## config.mk

```make
export PLATFORM = sky130hd
export DESIGN_NAME = seq_addsub_unit
export DESIGN_NICKNAME = d
export VERILOG_FILES = /design/src/rtl/seq_addsub_unit.sv
export SDC_FILE = /design/constraint.sdc
export NUM_CORES = 1
export LEC_CHECK = 0
export ABC_AREA = 0
export BUFFER_PORTS_ARGS = -buffer_cell sky130_fd_sc_hd__buf_2
export CAP_MARGIN = 20
export CORE_MARGIN = 1.5
export CORE_UTILIZATION = 50
export CTS_CLUSTER_SIZE = 14
export DETAILED_ROUTE_END_ITERATION = 10
export GPL_TIMING_DRIVEN = 0
export PLACE_DENSITY = 0.8
export SKIP_LAST_GASP = 1
export SYNTH_ARGS = -nofsm -noshare
export SYNTH_HDL_FRONTEND = slang
export SYNTH_SLANG_ARGS = --single-unit
```

## constraint.sdc

```tcl
create_clock -name clk -period 3.4 [get_ports clk]
set_input_delay 0.17 -clock clk [delete_from_list [all_inputs] [get_ports clk]]
set_output_delay 0.17 -clock clk [all_outputs]
set_load 0.03 [all_outputs]
```

## src/rtl/seq_addsub_unit.sv

```systemverilog
// Multi-cycle signed adder/subtractor. Operands are consumed SLICE_W bits per
// clock, least-significant slice first, with a registered carry rippling
// between slices. Valid/ready handshake on both the operand and result sides.
module seq_addsub_unit #(
  parameter int unsigned WIDTH   = 32,
  parameter int unsigned SLICE_W = 8
) (
  input  logic             clk,
  input  logic             rst,
  input  logic             in_valid,
  output logic             in_ready,
  input  logic [WIDTH-1:0] in_a,
  input  logic [WIDTH-1:0] in_b,
  input  logic             in_sub,
  output logic             out_valid,
  input  logic             out_ready,
  output logic [WIDTH-1:0] out_sum,
  output logic             out_cout,
  output logic             out_ovf,
  output logic             out_zero
);

  localparam int unsigned NSLICE = WIDTH / SLICE_W;
  localparam int unsigned IDX_W  = (NSLICE > 1) ? $clog2(NSLICE) : 1;
  localparam logic [IDX_W-1:0] LAST_IDX = IDX_W'(NSLICE - 1);
  localparam logic [WIDTH-1:0] SLICE_MASK = WIDTH'({SLICE_W{1'b1}});

  typedef enum logic [1:0] {StIdle, StBusy, StDone} state_e;

  state_e           r_state;
  state_e           w_state_next;

  logic [WIDTH-1:0] r_a;
  logic [WIDTH-1:0] r_b;
  logic [WIDTH-1:0] r_acc;
  logic             r_carry;
  logic [IDX_W-1:0] r_idx;
  logic [WIDTH-1:0] r_out_sum;
  logic             r_cout;
  logic             r_ovf;
  logic             r_zero;
  logic             r_out_valid;

  logic             w_in_ready;
  logic             w_accept;
  logic             w_last;
  logic [31:0]      w_base;
  logic [WIDTH-1:0] w_a_shift;
  logic [WIDTH-1:0] w_b_shift;
  logic [SLICE_W-1:0] w_a_slice;
  logic [SLICE_W-1:0] w_b_slice;
  logic [SLICE_W:0] w_slice_sum;
  logic             w_msb_cin;
  logic [WIDTH-1:0] w_acc_next;

  // Slice datapath: select the current slice, add it, and merge it back.
  assign w_base      = 32'(r_idx) * 32'(SLICE_W);
  assign w_a_shift   = r_a >> w_base;
  assign w_b_shift   = r_b >> w_base;
  assign w_a_slice   = w_a_shift[SLICE_W-1:0];
  assign w_b_slice   = w_b_shift[SLICE_W-1:0];
  assign w_slice_sum = {1'b0, w_a_slice} + {1'b0, w_b_slice} + {{SLICE_W{1'b0}}, r_carry};
  // Carry into the top bit of the slice, recovered from its sum bit.
  assign w_msb_cin   = w_slice_sum[SLICE_W-1] ^ w_a_slice[SLICE_W-1] ^ w_b_slice[SLICE_W-1];
  assign w_acc_next  = (r_acc & ~(SLICE_MASK << w_base))
                     | (WIDTH'(w_slice_sum[SLICE_W-1:0]) << w_base);
  assign w_last      = (r_idx == LAST_IDX);
  assign w_accept    = in_valid && w_in_ready;

  // State register.
  always_ff @(posedge clk) begin
    if (rst) begin
      r_state <= StIdle;
    end else begin
      r_state <= w_state_next;
    end
  end

  // Next-state decode.
  always_comb begin
    w_state_next = r_state;
    unique case (r_state)
      StIdle:  if (w_accept) w_state_next = StBusy;
      StBusy:  if (w_last) w_state_next = StDone;
      StDone:  if (out_ready) w_state_next = StIdle;
      default: w_state_next = StIdle;
    endcase
  end

  // Handshake output decode; depends on state only.
  always_comb begin
    w_in_ready = 1'b0;
    if (r_state == StIdle) w_in_ready = 1'b1;
  end

  // Operand capture, slice accumulation and result/flag registers.
  always_ff @(posedge clk) begin
    if (rst) begin
      r_a         <= '0;
      r_b         <= '0;
      r_acc       <= '0;
      r_carry     <= 1'b0;
      r_idx       <= '0;
      r_out_sum   <= '0;
      r_cout      <= 1'b0;
      r_ovf       <= 1'b0;
      r_zero      <= 1'b0;
      r_out_valid <= 1'b0;
    end else begin
      unique case (r_state)
        StIdle: begin
          if (w_accept) begin
            r_a     <= in_a;
            // Subtraction is A + ~B + 1; the +1 enters as the initial carry.
            r_b     <= in_sub ? ~in_b : in_b;
            r_carry <= in_sub;
            r_idx   <= '0;
          end
        end
        StBusy: begin
          r_acc   <= w_acc_next;
          r_carry <= w_slice_sum[SLICE_W];
          if (w_last) begin
            r_idx       <= '0;
            r_out_sum   <= w_acc_next;
            r_cout      <= w_slice_sum[SLICE_W];
            r_ovf       <= w_msb_cin ^ w_slice_sum[SLICE_W];
            r_zero      <= (w_acc_next == '0);
            r_out_valid <= 1'b1;
          end else begin
            r_idx <= r_idx + IDX_W'(1);
          end
        end
        StDone: begin
          if (out_ready) r_out_valid <= 1'b0;
        end
        default: ;
      endcase
    end
  end

  assign in_ready  = w_in_ready;
  assign out_valid = r_out_valid;
  assign out_sum   = r_out_sum;
  assign out_cout  = r_cout;
  assign out_ovf   = r_ovf;
  assign out_zero  = r_zero;

endmodule

```

# Word-level counts from Yosys, hierarchy flattened
# Cells that the tools add are included.
[word_totals] out_inout_bits=37 ff_bits=137
[op_classes] n_reduce_logical=10 n_eq_ne=6 muxes=14 bitwise=7 addsub=3 shifts=4
[op_table] operator="$not 32->32" n=2
[op_table] operator="$shr 32x5->8" n=2
[op_table] operator="$and 32x32->32" n=1
[op_table] operator="$logic_not 32->1" n=1
[op_table] operator="$mux 32" n=1
[op_table] operator="$or 32x32->32" n=1
[op_table] operator="$shl 8x5->32" n=1
[op_table] operator="$shl 8x5->32 const A" n=1
[op_table] operator="$mux 2" n=5
[op_table] operator="$add 8x8->9" n=1
[op_table] operator="$add 9x1->9" n=1
[op_table] operator="$ne 2x2->1 const B" n=3
[op_table] operator="$pmux 2 s3" n=1
[op_table] operator="$reduce_and 2->1" n=3
[op_table] operator="$reduce_and 3->1" n=2
[op_table] operator="$eq 2x2->1 const B" n=2
[op_table] operator="$mux 1" n=4
[op_table] operator="$pmux 1 s2" n=2
[op_table] operator="$pmux 2 s2" n=1
[op_table] operator="$reduce_bool 2->1" n=2
[op_table] operator="$xor 1x1->1" n=3
[op_table] operator="$add 2x1->2 const B" n=1
[op_table] operator="$eq 2x1->1 const B" n=1
[op_table] operator="$logic_not 2->1" n=1
[op_table] operator="$logic_and 1x1->1" n=1

# Logic depth before layout (Yosys ltp)
# Gate-level depths: netlist of the first run.
[logic_depth] depth_word=6 mapped_depth=13

# Least setup slack after synthesis of the first run
# No wires, ideal clock.
[synth_timing] path_type="register to register" start="register r_idx[0]" end="register r_zero, in the netlist out_zero" arrival_ps=3297 period_less_slack_ps=3366 stages_incl_launch_ff=14 path_slack_ps=34 n_path_buf=2 setup_ps=69 cell_sequence="dfxtp_1 buf_2 buf_2 mux4_2 fa_1 inv_1 fa_1 and2b_1 o22ai_2 xor2_2 o2111ai_1 nor4_2 o2111ai_1 o21ai_1"
[synth_via] elab_chain_len=6
[synth_lines] item="from (decl)" line_no="37" text="logic [IDX_W-1:0] r_idx;"
[synth_lines] item="from (signal assigned)" line_no="131" text="r_idx <= r_idx + IDX_W'(1);"
[synth_lines] item="$shr 32x5->8, on equally long branches" line_no="58, 59"
[synth_lines] item="$add 8x8->9" line_no="62" text="assign w_slice_sum = {1'b0, w_a_slice} + {1'b0, w_b_slice} + {{SLICE_W{1'b0}}, r_carry};"
[synth_lines] item="$add 9x1->9" line_no="62"
[synth_lines] item="$shl 8x5->32" line_no="66" text="| (WIDTH'(w_slice_sum[SLICE_W-1:0]) << w_base);"
[synth_lines] item="$or 32x32->32" line_no="66"
[synth_lines] item="$logic_not 32->1" line_no="128" text="r_zero <= (w_acc_next == '0);"
[synth_lines] item="to (signal assigned)" line_no="128"
[synth_lines] item="to (decl)" line_no="41" text="logic r_zero;"
# Several ways; a longest one is shown, not always the timed one.
# A chain may end at the register's enable or synchronous reset.

# Worst setup path in the final report of the first run
# Same ends and word-level chain as after synthesis.

==> results of run 1 <==
[area by class of cell]
cell class | count | area (um^2)
Fill cell | 891 | 3720
Timing Repair Buffer | 141 | 876
Clock inverter | 6 | 105
Multi-Input combinational cell | 481 | 3350
Sequential cell | 129 | 2580
Tap cell | 143 | 179
Buffer | 56 | 268
Clock buffer | 24 | 482
Inverter | 13 | 48.8
[routing by layer]
layer	global-route usage, %	vias to the layer above
met2	49.8	290
met1	32.3	2763
met5	0	-
met3	6.75	61
met4	16.5	0
li1	-	2737
[through the flow]
| step | power [mW] | setup slack [ns] | setup TNS [ns] |
|---|---|---|---|
| global route | 4.42 | 0.00197 | 0 |
| global placement | 2.30 | -0.689 | -14.33 |
| detailed placement | 2.32 | -0.717 | -16.56 |
| floorplan | 2.12 | 0.0340 | 0 |
| CTS | 4.18 | -0.0446 | -0.117 |
| finish | 4.28 | 0.0931 | 0 |
[flip-flops by register name, summed over array words and instances, names as in the netlist]
name	flops
out_cout	1
r_carry	1
out_ovf	1
r_b	32
r_acc	24
r_state	2
r_a	32
out_zero	1
out_valid	1
out_sum	32
r_idx	2
[tightest hold or removal path, stage by stage]
cell     delay, ns
buf_2         0.11
nand2_1       0.06
a21oi_1       0.05
[cell usage after synthesis (5+ instances only)]
master,number
clkbuf_1,44
a211oi_1,70
nor3_1,9
nor2_1,101
a21oi_1,51
nand2b_1,10
dfxtp_1,129
buf_1,8
xnor2_1,36
mux4_2,16
a32oi_1,10
nand2_1,86
inv_1,12
a22oi_1,10
ha_1,11
nand3_1,5
[layout by cell type, fill, tap and decap left out, types with 16 or more instances in the layout]
cell and count:
xnor2_1 35, dfxtp_1 127, nand2_1 86, nor2_1 101, a211oi_1 70, buf_2 104, clkbuf_1 47, dlygate4sd3_1 23
a21oi_1 51, mux4_2 16, clkbuf_16 17
[what timing repair did]
item                                    in CTS  in global routing
endpoints found under the setup margin      39                 16
gates resized for setup                     18                 30
hold endpoints to repair                    23                  0
pin swaps                                    3                 12
setup buffers                                3                 11
hold buffers                                23                  0
[power by group]
group / internal [mW] / total [mW] / switching, mW / leakage (nW)
clock network: 1.20 / 1.84 / 0.637 / 0.290
registers: 1.60 / 1.65 / 0.0532 / 1.06
logic: 0.342 / 0.799 / 0.458 / 1.70
total: 3.14 / 4.28 / 1.15 / 3.05
[worst paths after layout]
kind,start,to,slack [ns],cells past startpoint
max reg2reg,r_idx[0]$_SDFFE_PP0P_,out_zero$_SDFFE_PP0P_,0.09,14
min,in_a[16],r_a[16]$_SDFFE_PP0P_,0.008,3
max,r_idx[0]$_SDFFE_PP0P_,out_zero$_SDFFE_PP0P_,0.09,14
min reg2reg,r_a[21]$_SDFFE_PP0P_,r_a[21]$_SDFFE_PP0P_,0.45,2
[cell families after synthesis]
| logic type | count (synthesis) | synth area share [%] |
|---|---|---|
| and+or+nand+nor | 232 | 16.3 |
| AOI/OAI and AO/OA | 180 | 21.3 |
| DFF | 129 | 42.8 |
| buffers and inverters | 70 | 4.56 |
| xor gates and xnor gates | 39 | 5.91 |
| muxes | 17 | 6.14 |
| adders and majority gates | 13 | 2.95 |
==> results.txt, run 1 <==
Peak Freq: 302 MHz
critical path class: reg -> reg
# H-tree levels: 4
first-pass GRT wire length: 28300 um
Final Hold Violating Endpoints: 0
max_cap viols: 0
met3 wire length: 1330 um
Core ar.: 11600 um^2
CP Data Arrival Time: 3.67 ns
Detailed Route WL: 18300 um
smallest hold slack: 0.00807 ns
clock buffer depth: 2
Clock Latency Late Sink: 0.43 ns
post-route clock skew: 0.00791 ns
Bufs and invs on worst path: 4
Synth cell types: 59
Startpoint Class: register
yosys warns: 0
Post-synth EDFFs: 0
# setup viols final: 0
Slowest-stage cell, CP: mux4_2
chip width: 113 um
Metal-1 WL: 7080 um
Min Clock Period, post-route: 3.31 ns
I/O Pins: 106
Seq/Total Area, Yosys: 42.8%
Clock Sinks: 129
cell breakdown of the critical path: buf_6, buf_12, mux4_2, fa_2, inv_1, fa_2, and2b_2, o22ai_4, xor2_4, buf_6, o2111ai_2, nor4_2, o2111ai_1, o21ai_1
HP Class: in -> reg
Req. time, crit path: 3.76 ns
clock tree from TritonCTS: yes
Reg clk slew, reported paths: 0.06 ns
vias in the first global route: 5852
vias: 5851
DR pass1 iterations: 7
Initial Util: 51.9%
gr ovfl total: 0
final instance area: 7900 um^2
Area growth syn-to-layout: 30.9%
cells after synthesis: 680
post-route ant nets: 0
Pins Over Slew Limit: 0
status: completed
post-synth top area share: 42.8%
Post-Place Cells: 927
die area: 12700 um^2
mapped cell area: 6030 um^2
largest area contributor in the netlist: dfxtp_1
Initial DRC Count: 409
metal2 WL: 9230 um
FFs w/ async S/R, synth: 0%
CTS Buf Count: 17
PwrDens: 542 nW/um^2
unrepaired setup endpoints after global routing: false
syn avg cell area: 8.87 um^2
Final Util: 68.0%
fin nets: 921
fraction of layout cells with a size suffix above 1: 23.6%
Max stage delay on crit path: 0.52 ns
post-detail-place hpwl: 12500 um
routed length per instance: 18.5 um
IO Port Bufs: 104
crit path max fanout: 8
routability-driven placement congestion ratio: 0.969
Worst IR Drop VDD: 0.000295 V
largest cells by area after synthesis: dfxtp_1 43%, a211oi_1 8.7%, nor2_1 6.3%
critical path capture point type: register
Top Layer Used: met4
# diodes: 0
Final Non-Filler Cells: 993
Slew @ Worst Pin: 0.730 ns
Slew headroom: 51.4%
post-place instance area: 6730 um^2
Syn Nets: 762
Via-to-Cell Ratio: 5.89
Top FF cell, synth: dfxtp_1
placement row count: 39
die span in y: 113 um
Clock Tree Root: clkbuf_16
crit-path leading delay family: adder cells
DRC: 0
total track usage: 28.7%
Yosys reg bits: 129
Leak: 3.05 nW
largest net degree at the start of global routing: 17
antenna violations before repair: 0
final period utilization: 97.3%
Power figures use the tool's default switching activity.
==> inputs of run 2 (changes only) <==
Settings changed: RECOVER_POWER set to 50.
==> run 2 against run 1 <==
Against the previous run: critical path depth unchanged; register-to-register slack improved by 0.02 ns; global-route usage did not move; combinational power about the same; setup slack better by 0.020 ns; final cell count stayed put.
==> results.txt, run 2 (same netlist as run 1, synthesis figures left out) <==
Initial DRC Count: 386
flop2flop setup slack: 0.11 ns
crit path max fanout: 8
Detailed Route WL: 18300 um
# H-tree levels: 4
IO Port Bufs: 104
routability-driven placement congestion ratio: 0.969
CP endpoint: out_zero$_SDFFE_PP0P_
max_cap viols: 0
sw power: 1.15 mW
Worst IR Drop VDD: 0.000296 V
Leak: 3.04 nW
sw frac: 26.8%
clock tree from TritonCTS: yes
vias: 5804
routed length per instance: 18.4 um
startpoint of the worst-slack reg-to-reg timing path: r_idx[0]$_SDFFE_PP0P_
CP Data Arrival Time: 3.65 ns
critical path launch point: r_idx[0]$_SDFFE_PP0P_
die area: 12700 um^2
Min Clock Period, post-route: 3.29 ns
Metal-1 WL: 7110 um
post-detail-place hpwl: 12500 um
Clock Latency Late Sink: 0.43 ns
Clock Sinks: 129
Clock Tree Root: clkbuf_16
Slew headroom: 52.4%
die span in y: 113 um
R2R Path End: out_zero$_SDFFE_PP0P_
Core ar.: 11600 um^2
Post-Place Cells: 927
CTS Buf Count: 17
fillers: 893
# diodes: 0
DRC: 0
Via-to-Cell Ratio: 5.84
DR pass1 iterations: 5
Slew @ Worst Pin: 0.714 ns
gr ovfl total: 0
critical path class: reg -> reg
Peak Freq: 304 MHz
Req. time, crit path: 3.76 ns
critical path capture point type: register
P_int: 3.13 mW
Final Non-Filler Cells: 993
Final Hold Violating Endpoints: 0
commonest non-fill, non-tap cell in the layout: dfxtp_1
most frequent cells in the layout: 127 x dfxtp_1, 103 x buf_2, 101 x nor2_1
clock buffer depth: 2
metal2 WL: 9200 um
placement row count: 39
first-pass GRT wire length: 28300 um
status: completed
HP Class: in -> reg
Seq pwr share: 38.5%
post-route ant nets: 0
clock power share: 42.9%
setup TNS: 0 ns
fraction of layout cells with a size suffix above 1: 23.4%
Pins Over Slew Limit: 0
Initial Util: 51.9%
unrepaired setup endpoints after global routing: false
largest net degree at the start of global routing: 17
Reg clk slew, reported paths: 0.06 ns
Top Layer Used: met4
post-route clock skew: 0.00690 ns
met3 wire length: 1340 um
vias in the first global route: 5852
Worst Reg-to-Reg Cells: 14
antenna violations before repair: 0
# setup viols final: 0
chip width: 113 um
Gate power share: 18.6%
PwrDens: 543 nW/um^2
I/O Pins: 106
total track usage: 28.7%
fin nets: 921
Area growth syn-to-layout: 30.9%
final period utilization: 96.7%
Startpoint Class: register
==> run 2: how the worst min path moves through the flow <==
stage                                      end  slack, ns  cells past startpoint  startpoint
final                      r_a[2]$_SDFFE_PP0P_       0.01                      3     in_a[2]
after global routing      r_a[16]$_SDFFE_PP0P_       0.02                      3    in_a[16]
after CTS                 r_a[16]$_SDFFE_PP0P_      0.001                      3    in_a[16]
after detailed placement  r_a[28]$_SDFFE_PP0P_       0.42                      3    in_a[28]
after global placement    r_a[20]$_SDFFE_PP0P_       0.41                      3    in_a[20]
after floorplan            r_a[0]$_SDFFE_PP0P_       0.31                      2     in_a[0]
==> run 2: worst max-delay path, stage by stage (launching register included) <==
cell	delay, ns
dfxtp_2	0.33
buf_6	0.10
buf_12	0.13
mux4_2	0.52
fa_2	0.39
inv_1	0.09
fa_2	0.22
and2b_2	0.27
o22ai_4	0.16
xor2_4	0.27
buf_6	0.15
o2111ai_2	0.13
nor4_2	0.16
o2111ai_1	0.14
o21ai_1	0.15
==> run 2: final cells by class <==
| type | instances | area, um^2 | area share (%) |
|---|---|---|---|
| plain buffers | 56 | 268 | 3.39 |
| well taps | 143 | 179 | 2.27 |
| repair buffers | 141 | 871 | 11.0 |
| inverters | 13 | 48.8 | 0.618 |
| flip-flops and latches | 129 | 2580 | 32.8 |
| clock buffers | 24 | 482 | 6.10 |
| multi-input cells | 481 | 3350 | 42.5 |
| clock inverters | 6 | 105 | 1.33 |
==> run 2: repair_timing <==
item,4_1_cts,5_1_grt
hold buffers,23,0
endpoints found under the setup margin,39,16
pin swaps,3,12
setup buffers,3,11
gates resized for setup,18,30
endpoints found under the hold margin,23,0
==> run 2: routing by layer <==
metal,vias up,track usage (%)
li1,2735,-
met1,2725,32.3
met2,281,49.8
met3,63,6.75
met4,0,16.5
met5,-,0
==> run 2: metrics by stage <==
stage                     area [um^2]  hold WS, ns  power (mW)  utilization, %  setup WS, ns
final                            7890      0.00989        4.28            67.9         0.113
after global routing             7890       0.0179        4.42            67.9       0.00301
after CTS                        7640      0.00131        4.18            65.8       -0.0446
after detailed placement         6730        0.420        2.32            58.0        -0.717
after global placement           6730        0.414        2.30            58.0        -0.689
after floorplan                  6030        0.306        2.12               -        0.0340
==> run 2: power by group through the flow <==
stage | clock network (mW) | logic [mW] | registers [mW]
floorplan | 0 | 0.458 | 1.66
global placement | 0 | 0.629 | 1.67
detailed placement | 0 | 0.649 | 1.67
CTS | 1.85 | 0.693 | 1.64
global route | 1.91 | 0.856 | 1.65
finish | 1.84 | 0.799 | 1.65
